**config.mk**
```make
export PLATFORM = sky130hd
export DESIGN_NAME = inst_encoder_loader_flat
export DESIGN_NICKNAME = d
export VERILOG_FILES = /design/src/rtl/inst_encoder_loader_if.sv /design/src/rtl/inst_encoder_loader.sv /design/src/flat_wrapper.sv
export SDC_FILE = /design/constraint.sdc
export NUM_CORES = 1
export LEC_CHECK = 0
export CORE_MARGIN = 2
export CORE_UTILIZATION = 42
export DETAILED_ROUTE_END_ITERATION = 10
export HOLD_SLACK_MARGIN = 0.06
export PLACE_DENSITY = 0.74
export SYNTH_ARGS = -nofsm -noshare
export SYNTH_HDL_FRONTEND = slang
export SYNTH_SLANG_ARGS = --single-unit
```
**constraint.sdc**
```tcl
create_clock -name clk -period 1.9 [get_ports clk]
set_input_delay 0.285 -clock clk [delete_from_list [all_inputs] [get_ports clk]]
set_output_delay 0.285 -clock clk [all_outputs]
set_load 0.05 [all_outputs]
```
**src/rtl/inst_encoder_loader_if.sv**
```systemverilog
// Request/write-port bundle for the instruction encoder/loader.
// The slave view is the loader itself; the master view drives requests and observes writes.
interface inst_encoder_loader_if #(
  parameter int unsigned ADDR_W = 10
);
  logic              start;
  logic              finish;
  logic              in_valid;
  logic              in_ready;
  logic [2:0]        in_op;
  logic [4:0]        in_rs;
  logic [4:0]        in_rt;
  logic [4:0]        in_rd;
  logic [15:0]       in_imm;
  logic              mem_we;
  logic [ADDR_W-1:0] mem_addr;
  logic [31:0]       mem_wdata;
  logic [ADDR_W:0]   count;
  logic              busy;
  logic              full;
  logic              err;
  logic              done;

  modport master (
    output start, finish, in_valid, in_op, in_rs, in_rt, in_rd, in_imm,
    input  in_ready, mem_we, mem_addr, mem_wdata, count, busy, full, err, done
  );

  modport slave (
    input  start, finish, in_valid, in_op, in_rs, in_rt, in_rd, in_imm,
    output in_ready, mem_we, mem_addr, mem_wdata, count, busy, full, err, done
  );
endinterface

```
**src/rtl/inst_encoder_loader.sv**
```systemverilog
// Encodes symbolic instruction requests into 32-bit MIPS words and writes them
// sequentially into instruction memory during a start/finish load session.
module inst_encoder_loader #(
  parameter int unsigned ADDR_W    = 10,
  parameter int unsigned DEPTH     = 1024,
  parameter int unsigned BASE_ADDR = 0
) (
  input  logic                 clk,
  input  logic                 rst,
  inst_encoder_loader_if.slave bus
);

  localparam int unsigned CNT_W = ADDR_W + 1;
  localparam logic [CNT_W-1:0]  DEPTH_C = CNT_W'(DEPTH);
  localparam logic [ADDR_W-1:0] BASE_C  = ADDR_W'(BASE_ADDR);
  localparam logic [2:0]        OP_ILLEGAL = 3'd7;

  typedef enum logic [1:0] {
    IDLE = 2'd0,
    LOAD = 2'd1,
    FULL = 2'd2
  } state_t;

  state_t            state;
  logic [ADDR_W-1:0] ptr;
  logic              accept_c;
  logic              legal_c;
  logic [CNT_W-1:0]  count_inc_c;
  logic [31:0]       enc_c;

  // Fixed MIPS field positions; op 7 has no encoding.
  function automatic logic [31:0] encode(input logic [2:0] op, input logic [4:0] rs,
                                         input logic [4:0] rt, input logic [4:0] rd,
                                         input logic [15:0] imm);
    logic [31:0] w;
    w = 32'h0;
    case (op)
      3'd0:    w = {6'h00, rs, rt, rd, 5'h00, 6'h20};
      3'd1:    w = {6'h00, rs, rt, rd, 5'h00, 6'h22};
      3'd2:    w = {6'h0D, rs, rt, imm};
      3'd3:    w = {6'h23, rs, rt, imm};
      3'd4:    w = {6'h2B, rs, rt, imm};
      3'd5:    w = {6'h04, rs, rt, imm};
      3'd6:    w = {6'h02, 10'h000, imm};
      default: w = 32'h0;
    endcase
    return w;
  endfunction

  always_comb begin
    accept_c    = bus.in_valid & bus.in_ready;
    legal_c     = (bus.in_op != OP_ILLEGAL);
    count_inc_c = bus.count + CNT_W'(1);
    enc_c       = encode(bus.in_op, bus.in_rs, bus.in_rt, bus.in_rd, bus.in_imm);
  end

  always_ff @(posedge clk) begin
    if (!rst) begin
      state         <= IDLE;
      ptr           <= BASE_C;
      bus.in_ready  <= 1'b0;
      bus.mem_we    <= 1'b0;
      bus.mem_addr  <= '0;
      bus.mem_wdata <= 32'h0;
      bus.count     <= '0;
      bus.busy      <= 1'b0;
      bus.full      <= 1'b0;
      bus.err       <= 1'b0;
      bus.done      <= 1'b0;
    end else begin
      bus.mem_we <= 1'b0;
      bus.done   <= 1'b0;
      case (state)
        IDLE: begin
          if (bus.start) begin
            state        <= LOAD;
            ptr          <= BASE_C;
            bus.count    <= '0;
            bus.full     <= 1'b0;
            bus.err      <= 1'b0;
            bus.in_ready <= 1'b1;
            bus.busy     <= 1'b1;
          end
        end
        LOAD: begin
          if (accept_c) begin
            if (legal_c) begin
              bus.mem_we    <= 1'b1;
              bus.mem_addr  <= ptr;
              bus.mem_wdata <= enc_c;
              ptr           <= ptr + ADDR_W'(1);
              bus.count     <= count_inc_c;
              if (count_inc_c == DEPTH_C) bus.full <= 1'b1;
            end else begin
              bus.err <= 1'b1;
            end
          end
          // finish takes priority over filling up; the last accept is still written.
          if (bus.finish) begin
            state        <= IDLE;
            bus.done     <= 1'b1;
            bus.in_ready <= 1'b0;
            bus.busy     <= 1'b0;
          end else if (accept_c && legal_c && (count_inc_c == DEPTH_C)) begin
            state        <= FULL;
            bus.in_ready <= 1'b0;
          end
        end
        FULL: begin
          if (bus.finish) begin
            state    <= IDLE;
            bus.done <= 1'b1;
            bus.busy <= 1'b0;
          end
        end
        default: begin
          state        <= IDLE;
          bus.in_ready <= 1'b0;
          bus.busy     <= 1'b0;
        end
      endcase
    end
  end

endmodule

```
**src/flat_wrapper.sv**
```systemverilog
// flat-port wrapper written by rule: the top's interface ports become plain ports
module inst_encoder_loader_flat 
#(
  parameter int unsigned ADDR_W    = 10,
  parameter int unsigned DEPTH     = 1024,
  parameter int unsigned BASE_ADDR = 0
)
  (clk, rst, bus_start, bus_finish, bus_in_valid, bus_in_op, bus_in_rs, bus_in_rt, bus_in_rd, bus_in_imm, bus_in_ready, bus_mem_we, bus_mem_addr, bus_mem_wdata, bus_count, bus_busy, bus_full, bus_err, bus_done);
  inst_encoder_loader_if #(.ADDR_W(ADDR_W)) bus_i ();
  input  logic clk;
  input  logic rst;
  input wire logic [$bits(bus_i.start)-1:0] bus_start;
  input wire logic [$bits(bus_i.finish)-1:0] bus_finish;
  input wire logic [$bits(bus_i.in_valid)-1:0] bus_in_valid;
  input wire logic [$bits(bus_i.in_op)-1:0] bus_in_op;
  input wire logic [$bits(bus_i.in_rs)-1:0] bus_in_rs;
  input wire logic [$bits(bus_i.in_rt)-1:0] bus_in_rt;
  input wire logic [$bits(bus_i.in_rd)-1:0] bus_in_rd;
  input wire logic [$bits(bus_i.in_imm)-1:0] bus_in_imm;
  output wire logic [$bits(bus_i.in_ready)-1:0] bus_in_ready;
  output wire logic [$bits(bus_i.mem_we)-1:0] bus_mem_we;
  output wire logic [$bits(bus_i.mem_addr)-1:0] bus_mem_addr;
  output wire logic [$bits(bus_i.mem_wdata)-1:0] bus_mem_wdata;
  output wire logic [$bits(bus_i.count)-1:0] bus_count;
  output wire logic [$bits(bus_i.busy)-1:0] bus_busy;
  output wire logic [$bits(bus_i.full)-1:0] bus_full;
  output wire logic [$bits(bus_i.err)-1:0] bus_err;
  output wire logic [$bits(bus_i.done)-1:0] bus_done;
  assign bus_i.start = bus_start;
  assign bus_i.finish = bus_finish;
  assign bus_i.in_valid = bus_in_valid;
  assign bus_i.in_op = bus_in_op;
  assign bus_i.in_rs = bus_in_rs;
  assign bus_i.in_rt = bus_in_rt;
  assign bus_i.in_rd = bus_in_rd;
  assign bus_i.in_imm = bus_in_imm;
  assign bus_in_ready = bus_i.in_ready;
  assign bus_mem_we = bus_i.mem_we;
  assign bus_mem_addr = bus_i.mem_addr;
  assign bus_mem_wdata = bus_i.mem_wdata;
  assign bus_count = bus_i.count;
  assign bus_busy = bus_i.busy;
  assign bus_full = bus_i.full;
  assign bus_err = bus_i.err;
  assign bus_done = bus_i.done;
  inst_encoder_loader #(.ADDR_W(ADDR_W), .DEPTH(DEPTH), .BASE_ADDR(BASE_ADDR)) u_core (.clk(clk), .rst(rst), .bus(bus_i));
endmodule
```
==> metrics.txt <==
# TYPE chip_impl_metric gauge
chip_impl_metric{name="critPathArrivalTime",unit="ps"} 2180
chip_impl_info{name="ys_top_cells_by_count",value="sky130_fd_sc_hd__dfxtp_1, sky130_fd_sc_hd__nand2_1, sky130_fd_sc_hd__a21oi_1, sky130_fd_sc_hd__nor2_1, sky130_fd_sc_hd__clkbuf_1"} 1
chip_impl_info{name="synthDominantAreaCellType",value="sky130_fd_sc_hd__dfxtp_1"} 1
chip_impl_info{name="worstSetupStartpointType",value="register"} 1
chip_impl_metric{name="finalCriticalPeriod",unit="ps"} 1930
chip_impl_metric{name="dpl-instance-area",unit="mm^2"} 0.00438
chip_impl_metric{name="stdcell_area",unit="mm^2"} 0.00470
chip_impl_metric{name="tritoncts_num_sinks",unit=""} 70
chip_impl_metric{name="worstMarginPinSlew",unit="ps"} 542
chip_impl_metric{name="vdd.ir_drop.worst",unit="uV"} 516
chip_impl_metric{name="initial_antenna_violation_count",unit=""} 0
chip_impl_metric{name="yosys_register_bits",unit=""} 70
chip_impl_info{name="timing_worst_setup_path_type",value="reg2reg"} 1
chip_impl_metric{name="die_width",unit="um"} 90.5
chip_impl_metric{name="max_cap_viol_count",unit=""} 0
chip_impl_metric{name="drc",unit=""} 0
chip_impl_metric{name="maxClockFrequency",unit="MHz"} 519
chip_impl_metric{name="grtUsageTotal",unit="%"} 19.7
chip_impl_metric{name="hold_path_depth",unit=""} 2
chip_impl_info{name="cts_tree",value="built"} 1
chip_impl_metric{name="slew_violations",unit=""} 0
chip_impl_info{name="worst_hold_path.endpoint",value="u_core.bus.mem_wdata[8]"} 1
chip_impl_metric{name="antennaDiodeCount",unit=""} 0
chip_impl_metric{name="finalWeightedCongestion",unit=""} 0.869
chip_impl_metric{name="fp-row-count",unit=""} 31
chip_impl_metric{name="die_h",unit="um"} 90.5
chip_impl_metric{name="detailedPlace.worstSlack",unit="ps"} -288
chip_impl_metric{name="synth_enable_flop_cells",unit=""} 0
chip_impl_metric{name="sequential_cell_area",unit="mm^2"} 0.00143
chip_impl_metric{name="wl_per_cell",unit="um"} 14.1
chip_impl_metric{name="grt.overflow.total",unit=""} 0
chip_impl_metric{name="syn-instance-count",unit=""} 382
chip_impl_metric{name="fp.dieArea",unit="mm^2"} 0.00819
chip_impl_metric{name="floorplan.core_area",unit="mm^2"} 0.00725
chip_impl_metric{name="routed_wirelength",unit="mm"} 8.39
chip_impl_metric{name="h-tree-depth",unit=""} 3
chip_impl_metric{name="cts.reportedPaths.clkPinSlew",unit="ps"} 80
chip_impl_metric{name="worst_hold_slack",unit="ps"} 455
chip_impl_info{name="timing.hold.worst.start",value="u_core.bus.mem_wdata[8]"} 1
chip_impl_metric{name="initialDrtViolationCount",unit=""} 149
chip_impl_metric{name="grt_first_pass_wirelength",unit="mm"} 13.3
chip_impl_metric{name="hold_viol",unit=""} 0
chip_impl_info{name="violations_in_the_final_reports",value="setup timing"} 1
chip_impl_metric{name="period_share",unit="%"} 101
chip_impl_metric{name="netlist.area_leader.share",unit="%"} 44.6
chip_impl_metric{name="fill_cells",unit=""} 621
chip_impl_info{name="timing.hold.worst.class",value="reg2reg"} 1
chip_impl_info{name="rsz0062_at_grt",value="yes"} 1
chip_impl_metric{name="syn_nets",unit=""} 427
chip_impl_metric{name="ys_warn_count",unit=""} 0
chip_impl_metric{name="via_count_of_the_first_global_routing_pass",unit=""} 2906
chip_impl_metric{name="fin_ws",unit="ps"} -27.5
chip_impl_metric{name="p_leak",unit="nW"} 1.77
chip_impl_info{name="post_synth_main_area_contributors",value="sky130_fd_sc_hd__dfxtp_1, sky130_fd_sc_hd__a21oi_1, sky130_fd_sc_hd__nand2_1"} 1
chip_impl_metric{name="synth_area_per_cell",unit="um^2"} 8.23
chip_impl_info{name="run_status",value="complete, but fails checks"} 1
chip_impl_metric{name="grt_start_max_net_pins",unit=""} 33
chip_impl_info{name="setup.worst_path.end_class",value="register"} 1
chip_impl_info{name="timing.rr.end",value="u_core.state[1]"} 1
chip_impl_metric{name="cts-root-to-sink-buffers",unit=""} 2
chip_impl_metric{name="r2r_cells",unit=""} 7
chip_impl_metric{name="timing.clock.skew",unit="ps"} 11.6
chip_impl_metric{name="ys_types",unit=""} 51
chip_impl_metric{name="io_pins",unit=""} 98
chip_impl_metric{name="hold_buffers",unit=""} 0
chip_impl_metric{name="routed_via_density",unit=""} 5.19
chip_impl_metric{name="finalSetupViolCount",unit=""} 3
chip_impl_metric{name="synth-seq-area-share",unit="%"} 44.6
chip_impl_metric{name="powerDensity",unit="mW/mm^2"} 722
chip_impl_info{name="cts-root-buf",value="sky130_fd_sc_hd__clkbuf_8"} 1
chip_impl_metric{name="path_max_fanout",unit=""} 5
chip_impl_info{name="synth_flop_cell",value="sky130_fd_sc_hd__dfxtp_1"} 1
chip_impl_metric{name="drtAntennaViolNets",unit=""} 0
chip_impl_metric{name="hpwl_after_detailed_placement",unit="mm"} 6.13
chip_impl_metric{name="worstSkewPairLatency",unit="ps"} 340
chip_impl_metric{name="floorplan.initialDensity",unit="%"} 43.3
chip_impl_metric{name="cts_buffers",unit=""} 9
chip_impl_metric{name="port_buffers",unit=""} 96
chip_impl_metric{name="vias",unit=""} 3092
chip_impl_info{name="r2r-start",value="u_core.bus.count[0]"} 1
chip_impl_metric{name="netlist_area",unit="mm^2"} 0.00314
chip_impl_metric{name="layout.nets",unit=""} 537
chip_impl_metric{name="area_delta_synth_final",unit="%"} 49.5
chip_impl_metric{name="worst_slew_margin_rel",unit="%"} 63.8
chip_impl_metric{name="cp_data_required_time",unit="ps"} 2150
chip_impl_metric{name="share_of_final_layout_standard_cells_stronger_than_drive_strength_1",unit="%"} 17.5
chip_impl_metric{name="area_of_combinational_cells_with_multiple_inputs",unit="mm^2"} 0.00170
chip_impl_metric{name="regToRegSetupSlack",unit="ps"} -30
chip_impl_metric{name="detailed_routing_iterations_pass_1",unit=""} 4
chip_impl_metric{name="synthArstFlopShare",unit="%"} 0
chip_impl_info{name="synth.most_common_cell",value="sky130_fd_sc_hd__dfxtp_1"} 1
[final cells by class]
type | instances | area share, %
Multi-Input combinational cell | 272 | 36.2
Sequential cell | 70 | 30.4
Timing Repair Buffer | 125 | 25.2
Clock buffer | 11 | 3.25
Tap cell | 99 | 2.64
Clock inverter | 5 | 1.20
Inverter | 14 | 1.12
[worst max path at each step]
stage / startpoint / to / slack (ps)
final: u_core.bus.count[0] / u_core.state[1] / -30
after global routing: u_core.bus.count[0] / u_core.state[1] / -110
after CTS: u_core.bus.count[0] / u_core.state[1] / -30
after detailed placement: bus_in_op[0] / u_core.state[1] / -290
after global placement: bus_in_op[0] / u_core.state[1] / -220
after floorplan: u_core.bus.count[0] / u_core.state[1] / -30
[power breakdown]
part	internal, mW	leakage (nW)	switching [mW]
Combinational	0.262	1.09	0.370
Clock	0.684	0.104	0.546
Sequential	1.50	0.572	0.0290
[worst max-delay path, cell delays in order (launching register included)]
cell	delay, ps
sky130_fd_sc_hd__dfxtp_4	360
sky130_fd_sc_hd__ha_4	190
sky130_fd_sc_hd__xnor2_1	140
sky130_fd_sc_hd__nand2_1	80
sky130_fd_sc_hd__or4_4	520
sky130_fd_sc_hd__nor4_4	250
sky130_fd_sc_hd__a21oi_2	100
sky130_fd_sc_hd__a211oi_2	200
[cell families after synthesis]
family	share of synthesized area (%)
and+or+nand+nor	22.2
AOI/OAI and AO/OA	21.2
DFF	44.6
buffers and inverters	5.49
xor gates and xnor gates	3.34
adders and majority gates	2.39
muxes	0.637
other	0.119
[stage by stage]
step / utilization, % / power [mW] / instances / setup TNS, ps
after detailed placement: 60.4 / 2.16 / 579 / -6200
after CTS: 63.5 / 3.40 / 595 / -62.7
after global placement: 60.4 / 2.15 / 579 / -4990
final: 64.8 / 3.39 / 596 / -58.7
after floorplan: - / 1.91 / 382 / -30.9
after global routing: 64.8 / 3.54 / 596 / -450
[cell usage in the layout, fill, tap and decap left out, types with 3 or more instances in the layout]
cell / n
sky130_fd_sc_hd__ha_1: 3
sky130_fd_sc_hd__o21ai_1: 4
sky130_fd_sc_hd__dfxtp_4: 4
sky130_fd_sc_hd__a211oi_1: 8
sky130_fd_sc_hd__inv_1: 13
sky130_fd_sc_hd__nor2_1: 40
sky130_fd_sc_hd__dlymetal6s2s_1: 4
sky130_fd_sc_hd__xnor2_1: 5
sky130_fd_sc_hd__buf_4: 31
sky130_fd_sc_hd__o21ai_0: 10
sky130_fd_sc_hd__a22o_1: 10
sky130_fd_sc_hd__clkbuf_8: 9
sky130_fd_sc_hd__nand4_1: 5
sky130_fd_sc_hd__ha_4: 3
sky130_fd_sc_hd__xor2_1: 6
sky130_fd_sc_hd__a22oi_1: 3
sky130_fd_sc_hd__o22ai_1: 6
sky130_fd_sc_hd__dfxtp_1: 57
sky130_fd_sc_hd__nand2_1: 57
sky130_fd_sc_hd__nor3_1: 3
sky130_fd_sc_hd__o211ai_1: 3
sky130_fd_sc_hd__dfxtp_2: 9
sky130_fd_sc_hd__or3_1: 3
sky130_fd_sc_hd__and3_1: 3
sky130_fd_sc_hd__nand3_1: 14
sky130_fd_sc_hd__a21oi_1: 41
sky130_fd_sc_hd__clkdlybuf4s50_1: 89
[flip-flops by register name, summed over array words and instances (netlist names)]
signal	flops
u_core.bus.busy	1
u_core.bus.count	11
u_core.bus.done	1
u_core.bus.err	1
u_core.bus.full	1
u_core.bus.in_ready	1
u_core.bus.mem_addr	10
u_core.bus.mem_wdata	31
u_core.bus.mem_we	1
u_core.ptr	10
u_core.state	2
[metal layers]
metal / track usage, % / up-vias / part of all wire (%)
li1: - / 1552 / -
met1: 25.4 / 1419 / 44
met2: 31.7 / 100 / 48
met3: 4.01 / 21 / 4.9
met4: 9.36 / 0 / 2.5
met5: 0 / - / 0
[timing repair]
item,CTS,global route
buffers inserted,0,1
pin swaps,2,2
endpoints found under the setup margin,6,12
resized for setup,7,17
(Power assumes the default switching activity.)
